===== config.mk =====
export PLATFORM = sky130hd
export DESIGN_NAME = muldiv_seq
export DESIGN_NICKNAME = d
export VERILOG_FILES = /design/src/rtl/muldiv_seq.sv
export SDC_FILE = /design/constraint.sdc
export NUM_CORES = 1
export LEC_CHECK = 0
export ABC_CLOCK_PERIOD_IN_PS = 2200
export CORE_AREA = 2 2 154 156
export CTS_CLUSTER_DIAMETER = 80
export DETAILED_ROUTE_END_ITERATION = 10
export DIE_AREA = 0 0 156 158
export PLACE_DENSITY = 0.65
export REMOVE_ABC_BUFFERS = 1
export SYNTH_ARGS = -nofsm -noshare
export SYNTH_HDL_FRONTEND = slang
export SYNTH_SLANG_ARGS = --single-unit

===== constraint.sdc =====
create_clock -name clk_i -period 2.2 [get_ports clk_i]
set_clock_uncertainty 0.2 [all_clocks]
set_input_delay 0.22 -clock clk_i [delete_from_list [all_inputs] [get_ports clk_i]]
set_output_delay 0.22 -clock clk_i [all_outputs]
set_load 0.02 [all_outputs]

===== src/rtl/muldiv_seq.sv =====
// rtl/muldiv_seq.sv - EX-stage sequencer for the pipelined multiplier and iterative divider
// Optional feature macro: MULDIV_DIV0_FAST_EN (divide-by-zero bypasses the divider)
module muldiv_seq #(
    parameter int MULT_LAT = 6
) (
    input  logic        clk_i,
    input  logic        rst_ni,
    input  logic        start_i,
    input  logic [1:0]  op_i,
    input  logic [31:0] src_a_i,
    input  logic [31:0] src_b_i,
    input  logic        flush_i,
    input  logic        pipe_stall_i,
    input  logic [63:0] mult_p_i,
    input  logic        div_ready_i,
    input  logic [63:0] div_result_i,
    output logic [31:0] mult_a_o,
    output logic [31:0] mult_b_o,
    output logic        mult_ce_o,
    output logic        mult_sign_o,
    output logic [31:0] div_a_o,
    output logic [31:0] div_b_o,
    output logic        div_valid_o,
    output logic        div_sign_o,
    output logic        div_abort_o,
    output logic        busy_stall_o,
    output logic        result_valid_o,
    output logic [63:0] result_o
);

    localparam int CW = (MULT_LAT > 1) ? $clog2(MULT_LAT) : 1;

    localparam logic [2:0] S_IDLE      = 3'd0;
    localparam logic [2:0] S_MUL       = 3'd1;
    localparam logic [2:0] S_DIV_START = 3'd2;
    localparam logic [2:0] S_DIV_WAIT  = 3'd3;
    localparam logic [2:0] S_DONE      = 3'd4;

    logic [2:0]    state_q, state_d;
    logic [CW-1:0] cnt_q, cnt_d;
    logic [31:0]   a_q, a_d;
    logic [31:0]   b_q, b_d;
    logic          msign_q, msign_d;
    logic          dsign_q, dsign_d;
    logic [63:0]   result_q, result_d;
    logic          accept;
    logic          in_flight;

    // A new op is taken from IDLE, or straight out of DONE once the pipeline consumes the result
    assign accept    = start_i & ~flush_i &
                       ((state_q == S_IDLE) | ((state_q == S_DONE) & ~pipe_stall_i));
    assign in_flight = (state_q == S_MUL) | (state_q == S_DIV_START) | (state_q == S_DIV_WAIT);

    // Next-state, operand capture and result capture
    always_comb begin
        state_d  = state_q;
        cnt_d    = cnt_q;
        a_d      = a_q;
        b_d      = b_q;
        msign_d  = msign_q;
        dsign_d  = dsign_q;
        result_d = result_q;

        case (state_q)
            S_IDLE: ;
            S_MUL: begin
                if (cnt_q == '0) begin
                    result_d = mult_p_i;
                    state_d  = S_DONE;
                end else begin
                    cnt_d = cnt_q - 1'b1;
                end
            end
            S_DIV_START: state_d = S_DIV_WAIT;
            S_DIV_WAIT: begin
                if (div_ready_i) begin
                    result_d = div_result_i;
                    state_d  = S_DONE;
                end
            end
            S_DONE: begin
                if (!pipe_stall_i) state_d = S_IDLE;
            end
            default: state_d = S_IDLE;
        endcase

        if (accept) begin
            a_d     = src_a_i;
            b_d     = src_b_i;
            msign_d = (op_i == 2'b00);
            dsign_d = (op_i == 2'b10);
            if (!op_i[1]) begin
                state_d = S_MUL;
                cnt_d   = CW'(MULT_LAT - 1);
            end else begin
`ifdef MULDIV_DIV0_FAST_EN
                if (src_b_i == 32'd0) begin
                    state_d  = S_DONE;
                    result_d = {src_a_i, 32'hFFFF_FFFF};
                end else begin
                    state_d = S_DIV_START;
                end
`else
                state_d = S_DIV_START;
`endif
            end
        end

        // Flush wins over everything, including a result arriving this cycle
        if (flush_i) begin
            state_d  = S_IDLE;
            cnt_d    = '0;
            result_d = result_q;
        end
    end

    // State and datapath registers
    always_ff @(posedge clk_i or negedge rst_ni) begin
        if (!rst_ni) begin
            state_q  <= S_IDLE;
            cnt_q    <= '0;
            a_q      <= '0;
            b_q      <= '0;
            msign_q  <= 1'b0;
            dsign_q  <= 1'b0;
            result_q <= '0;
        end else begin
            state_q  <= state_d;
            cnt_q    <= cnt_d;
            a_q      <= a_d;
            b_q      <= b_d;
            msign_q  <= msign_d;
            dsign_q  <= dsign_d;
            result_q <= result_d;
        end
    end

    assign mult_a_o       = a_q;
    assign mult_b_o       = b_q;
    assign mult_ce_o      = (state_q == S_MUL);
    assign mult_sign_o    = msign_q;
    assign div_a_o        = a_q;
    assign div_b_o        = b_q;
    assign div_valid_o    = (state_q == S_DIV_START);
    assign div_sign_o     = dsign_q;
    assign div_abort_o    = flush_i & ((state_q == S_DIV_START) | (state_q == S_DIV_WAIT));
    assign busy_stall_o   = accept | in_flight;
    assign result_valid_o = (state_q == S_DONE);
    assign result_o       = result_q;

endmodule


# Word-level counts from Yosys, hierarchy flattened
# Cells that the tools add are included.
totals:
  reg_bits: 136
  in_bits: 200
  output_inout_bits: 199
  elab_cells: 51
op_classes:
  addsub: 1
  n_eq_ne: 11
  mux: 15
  bitwise: 11
  n_reduce_logical: 6
ops:
  columns: ["cell", "count"]
  rows:
  - ["2-to-1 mux 64 bit", 2]
  - ["case mux 64 bit (2 select lines)", 1]
  - ["2-to-1 mux 3 bit", 10]
  - ["case mux 3 bit (5 select lines)", 1]
  - ["AND reduction 4 bit", 2]
  - ["equality test 3 x 2 -> 1 bit, second input constant", 2]
  - ["logical NOT 3 bit", 2]
  - ["OR 1 bit", 5]
  - ["AND 1 bit", 4]
  - ["inequality test 4 x 2 -> 1 bit, second input constant", 1]
  - ["inequality test 4 x 3 -> 1 bit, second input constant", 1]
  - ["inequality test 4 bit, second input constant", 1]
  - ["equality test 3 x 1 -> 1 bit, second input constant", 1]
  - ["equality test 3 bit, second input constant", 1]
  - ["inequality test 3 bit, second input constant", 1]
  - ["subtractor 3 x 1 -> 3 bit, second input constant", 1]
  - ["equality test 2 bit, second input constant", 1]
  - ["logical NOT 2 bit", 1]
  - ["2-to-1 mux 2 bit", 1]
  - ["inequality test 2 x 1 -> 1 bit, second input constant", 1]
  - ["inequality test 2 bit, second input constant", 1]
  - ["inverter 1 bit", 2]
  - ["nonzero test 2 bit", 1]

# Depth between registers and ports, before layout
logic_depth:
  depth_word: 6
  ltp_mapped: 9
  depth_no_buf: 6

# Worst setup path before layout
# No wires, ideal clock.
synth_timing:
  path_kind: "register -> register"
  startpoint: "reg cnt_q[0]"
  endpoint: "reg result_q[47], in the netlist result_o[47]"
  setup_ns: 0.132
  t_arrival_ns: 1.765
  required_time_ns: 1.868
  slack_ns: 0.102
  stages_incl_launch_ff: 10
  n_path_buf: 3
  synth_period_minus_slack_ns: 2.098
  path_cell_list: "dfrtp_1 inv_1 ha_1 or3b_1 a211o_1 buf_6 buf_6 buf_6 nand2_1 o21ai_1"
synth_via:
  elab_chain_len: 3
synth_lines:
  columns: ["item", "line", "source"]
  rows:
  - ["start: declaration", "40", "logic [CW-1:0] cnt_q, cnt_d;"]
  - ["start signal: assignment", "129", "cnt_q <= cnt_d;"]
  - ["logical NOT 3 bit", "67", "if (cnt_q == '0) begin"]
  - ["inequality test 2 x 1 -> 1 bit (no source line)", null, null]
  - ["AND reduction 4 bit (no source line)", null, null]
  - ["end signal: assignment", "134", "result_q <= result_d;"]
  - ["end: declaration", "45", "logic [63:0] result_q, result_d;"]
# No other way between the ends.
# A chain may end at the register's enable or synchronous reset.

# Final worst setup path
layout_timing:
  startpoint: "reg cnt_q[1]"
  endpoint: "reg result_q[29], in the netlist result_o[29]"
# Same word-level chain as after synthesis.

==> results <==
==> metal layers <==
metal  share of wire (%)  vias to the layer above  global-route usage [%]
met5               0.066                        -                       0
met4                0.80                        2                    3.93
met3                 9.3                       11                    6.16
met2                  53                      244                    27.6
met1                  37                     2410                    15.8
li1                    -                     2488                       -
==> worst max-delay path, cell delays in order (launching register included) <==
cell	delay [ns]
dfrtp_1	0.38
inv_2	0.08
ha_4	0.13
or3b_4	0.41
buf_12	0.15
a211o_4	0.36
clkbuf_16	0.18
o21ai_0	0.17
==> flip-flops by register name, indices dropped and copies added (netlist names) <==
register and flops:
result_o 64, div_a_o 32, div_b_o 32, cnt_q 3, state_q 3, div_sign_o 1
mult_sign_o 1
==> stage by stage <==
| step | instance area, µm² | cells | setup WS [ns] | power (mW) | hold WS [ns] |
|---|---|---|---|---|---|
| final | 11000 | 1196 | 0.0682 | 12.9 | 0.0664 |
| after global routing | 11000 | 1196 | -0.00656 | 13.6 | 0.103 |
| after CTS | 10900 | 1189 | 0.00813 | 13.0 | 0.0661 |
| after detailed placement | 10300 | 1156 | -0.113 | 9.90 | -0.0638 |
| after global placement | 10300 | 1156 | -0.0828 | 9.82 | -0.0646 |
| after floorplan | 5620 | 440 | -1.49 | 6.48 | -0.276 |
==> logic make-up after synthesis <==
kind of cell             synth area share, %
AND/OR/NAND/NOR                         5.93
buffers and inverters                   10.6
AO/OA/AOI/OAI                           6.61
multiplexers                            22.0
flip-flops                              54.3
adder cells (fa/ha/maj)                0.399
XOR/XNOR                               0.140
==> power by group <==
| part | switching, mW | internal (mW) | leakage, nW |
|---|---|---|---|
| registers | 0.613 | 3.43 | 1.66 |
| clock network | 1.11 | 1.92 | 0.300 |
| logic | 2.80 | 3.01 | 3.10 |
==> what timing repair did <==
item / in CTS / in global routing
endpoints found under the hold margin: 136 / 0
resized for setup: 6 / 11
gates cloned: 0 / 6
endpoints found under the setup margin: 5 / 54
buffers inserted: 0 / 1
pin swaps: 0 / 1
hold buffers: 1 / 0
==> cells in the final DEF (no fill, tap or decap), types with 2 or more instances in the layout <==
cell type,n
o21ai_1,21
a21boi_0,2
nor2_1,8
clkinv_4,3
nand2b_1,4
bufinv_16,4
inv_2,2
nand2_1,69
a211o_4,2
buf_12,8
buf_4,21
o21ai_0,44
mux2_2,64
clkbuf_16,19
clkbuf_1,3
dfrtp_1,136
dlygate4sd2_1,3
buf_6,3
clkdlybuf4s50_1,392
inv_6,4
nand3b_1,2
mux2i_1,66
a21oi_1,6
==> final timing paths <==
check	end	slack, ns	startpoint
worst max-delay path	result_o[29]	0.07	cnt_q[1]
min in group clk_i	mult_sign_o	0.20	op_i[0]
worst max register to register	result_o[29]	0.07	cnt_q[1]
max in group asynchronous	cnt_q[1]	1.17	rst_ni
worst min register to register	result_o[12]	0.27	result_o[12]
worst min-delay path	div_a_o[15]	0.07	rst_ni
==> area by class of cell <==
class                   count  area, µm²  area share (%)
clock buffers              20        437            3.95
inverters                   3       11.3           0.102
multi-input cells         303       2270            20.5
well taps                 290        363            3.28
repair buffers            432       4380            39.6
clock inverters            12        189            1.71
flip-flops and latches    136       3400            30.8
==> metrics.md <==
| Metric | Value |
|---|---|
| Number of buffer cells added on primary ports | 398 |
| Transition time at the pin with the least slew margin | 0.447 ns |
| Die footprint | 24600 µm² |
| Routability-driven placement congestion ratio | 0.744 |
| Clk slew on worst S/H paths | 0.06 ns |
| Run status | finished clean |
| Required time at the worst-slack endpoint | 2.32 ns |
| Die height | 158 µm |
| Area of the placeable core | 23100 µm² |
| Final core occ | 47.9% |
| Flip-flop and latch count after synthesis | 136 |
| Nets | 1095 |
| Min Clock Period, post-route | 2.13 ns |
| Total congestion overflow after global routing | 0 |
| Setup TNS | 0 ns |
| Effective utilization at floorplan | 27.2% |
| Max cap viols | 0 |
| Width of the die | 156 µm |
| Total number of vias | 5155 |
| Sequential area share after synthesis | 54.3% |
| Std-Cell Rows | 56 |
| I/O Pins | 399 |
| Setup violations, final | 0 |
| Dominant cell by count in the synthesized netlist | dfrtp_1 |
| TritonCTS clock tree | yes |
| CP Capture Type | flop |
| Leakage | 5.05 nW |
| Final slew viol count | 0 |
| Maximum vdd ir drop | 508 µV |
| Vias in the first global route | 5013 |
| Drt wl/cell | 16.5 µm |
| FMAX | 469 MHz |
| Number of buffers created by CTS | 17 |
| Via-per-instance ratio | 4.31 |
| Post-Syn Area per Cell | 11.7 µm² |
| Cell type with the highest aggregate area in the netlist | dfrtp_1 |
| Share of flip-flops with an asynchronous set or reset | 100% |
| Clock root buffer master | clkbuf_16 |
| Dominant register cell in the synthesized netlist | dfrtp_1 |
| Clock Latency Late Sink | 0.41 ns |
| Number of sinks driven by the clock tree | 136 |
| Portion of synthesized cell area occupied by the leading cell type | 54.3% |
| Number of distinct library cell variants in the gate-level netlist after synthesis | 31 |
| Length of the first detailed-routing pass in iterations | 4 |
| Logic depth of the worst register-to-register path | 7 |
| Syn Inst Count | 534 |
| Pin count of the biggest net entering global routing | 47 |
| EDFF count, synth | 0 |
| Number of antenna-violating nets in the routed design | 0 |
| Number of failing hold endpoints at the final stage | 0 |
| Synth warn | 0 |
| Class of the tightest hold or removal check | input port to async pin |
| Initial antenna violation count | 1 |
| Count of H-tree levels built during CTS | 4 |
| Category of the most critical setup path | flop to flop |
| Synthesis-to-layout area growth | 76.3% |
| Slew HR | 70.1% |
| Power per cell area | 1170 nW/µm² |
| Overall fraction of global-route tracks in use | 15.0% |
| Startpoint Class | flop |
| Number of filler cells placed in the layout | 2138 |
| Diode count | 0 |
| Synthesized cell area | 6270 µm² |
| Layout cell share with drive strength beyond 1 | 15.1% |
| Post-route clock period utilization | 96.9% |
| Most frequent cells after synthesis | 136 x dfrtp_1, 69 x nand2_1, 66 x mux2i_1, 64 x buf_4, 64 x mux2_2 |
| Main area contributors after synthesis | dfrtp_1 54%, mux2_2 12%, mux2i_1 11% |
| Worst endpoint data arrival time | 2.26 ns |
| DRC marker count from the first detailed-route iteration | 128 |
| First-pass GRT wire length | 27800 µm |
| Buffer depth of the longest clock path | 2 |
| DRC violations left | 0 |
| Biggest fanout along the worst timing path | 11 |
| Detailed-route wire length | 19800 µm |
| HPWL after detailed placement | 15300 µm |
Power figures use the tool's default switching activity.
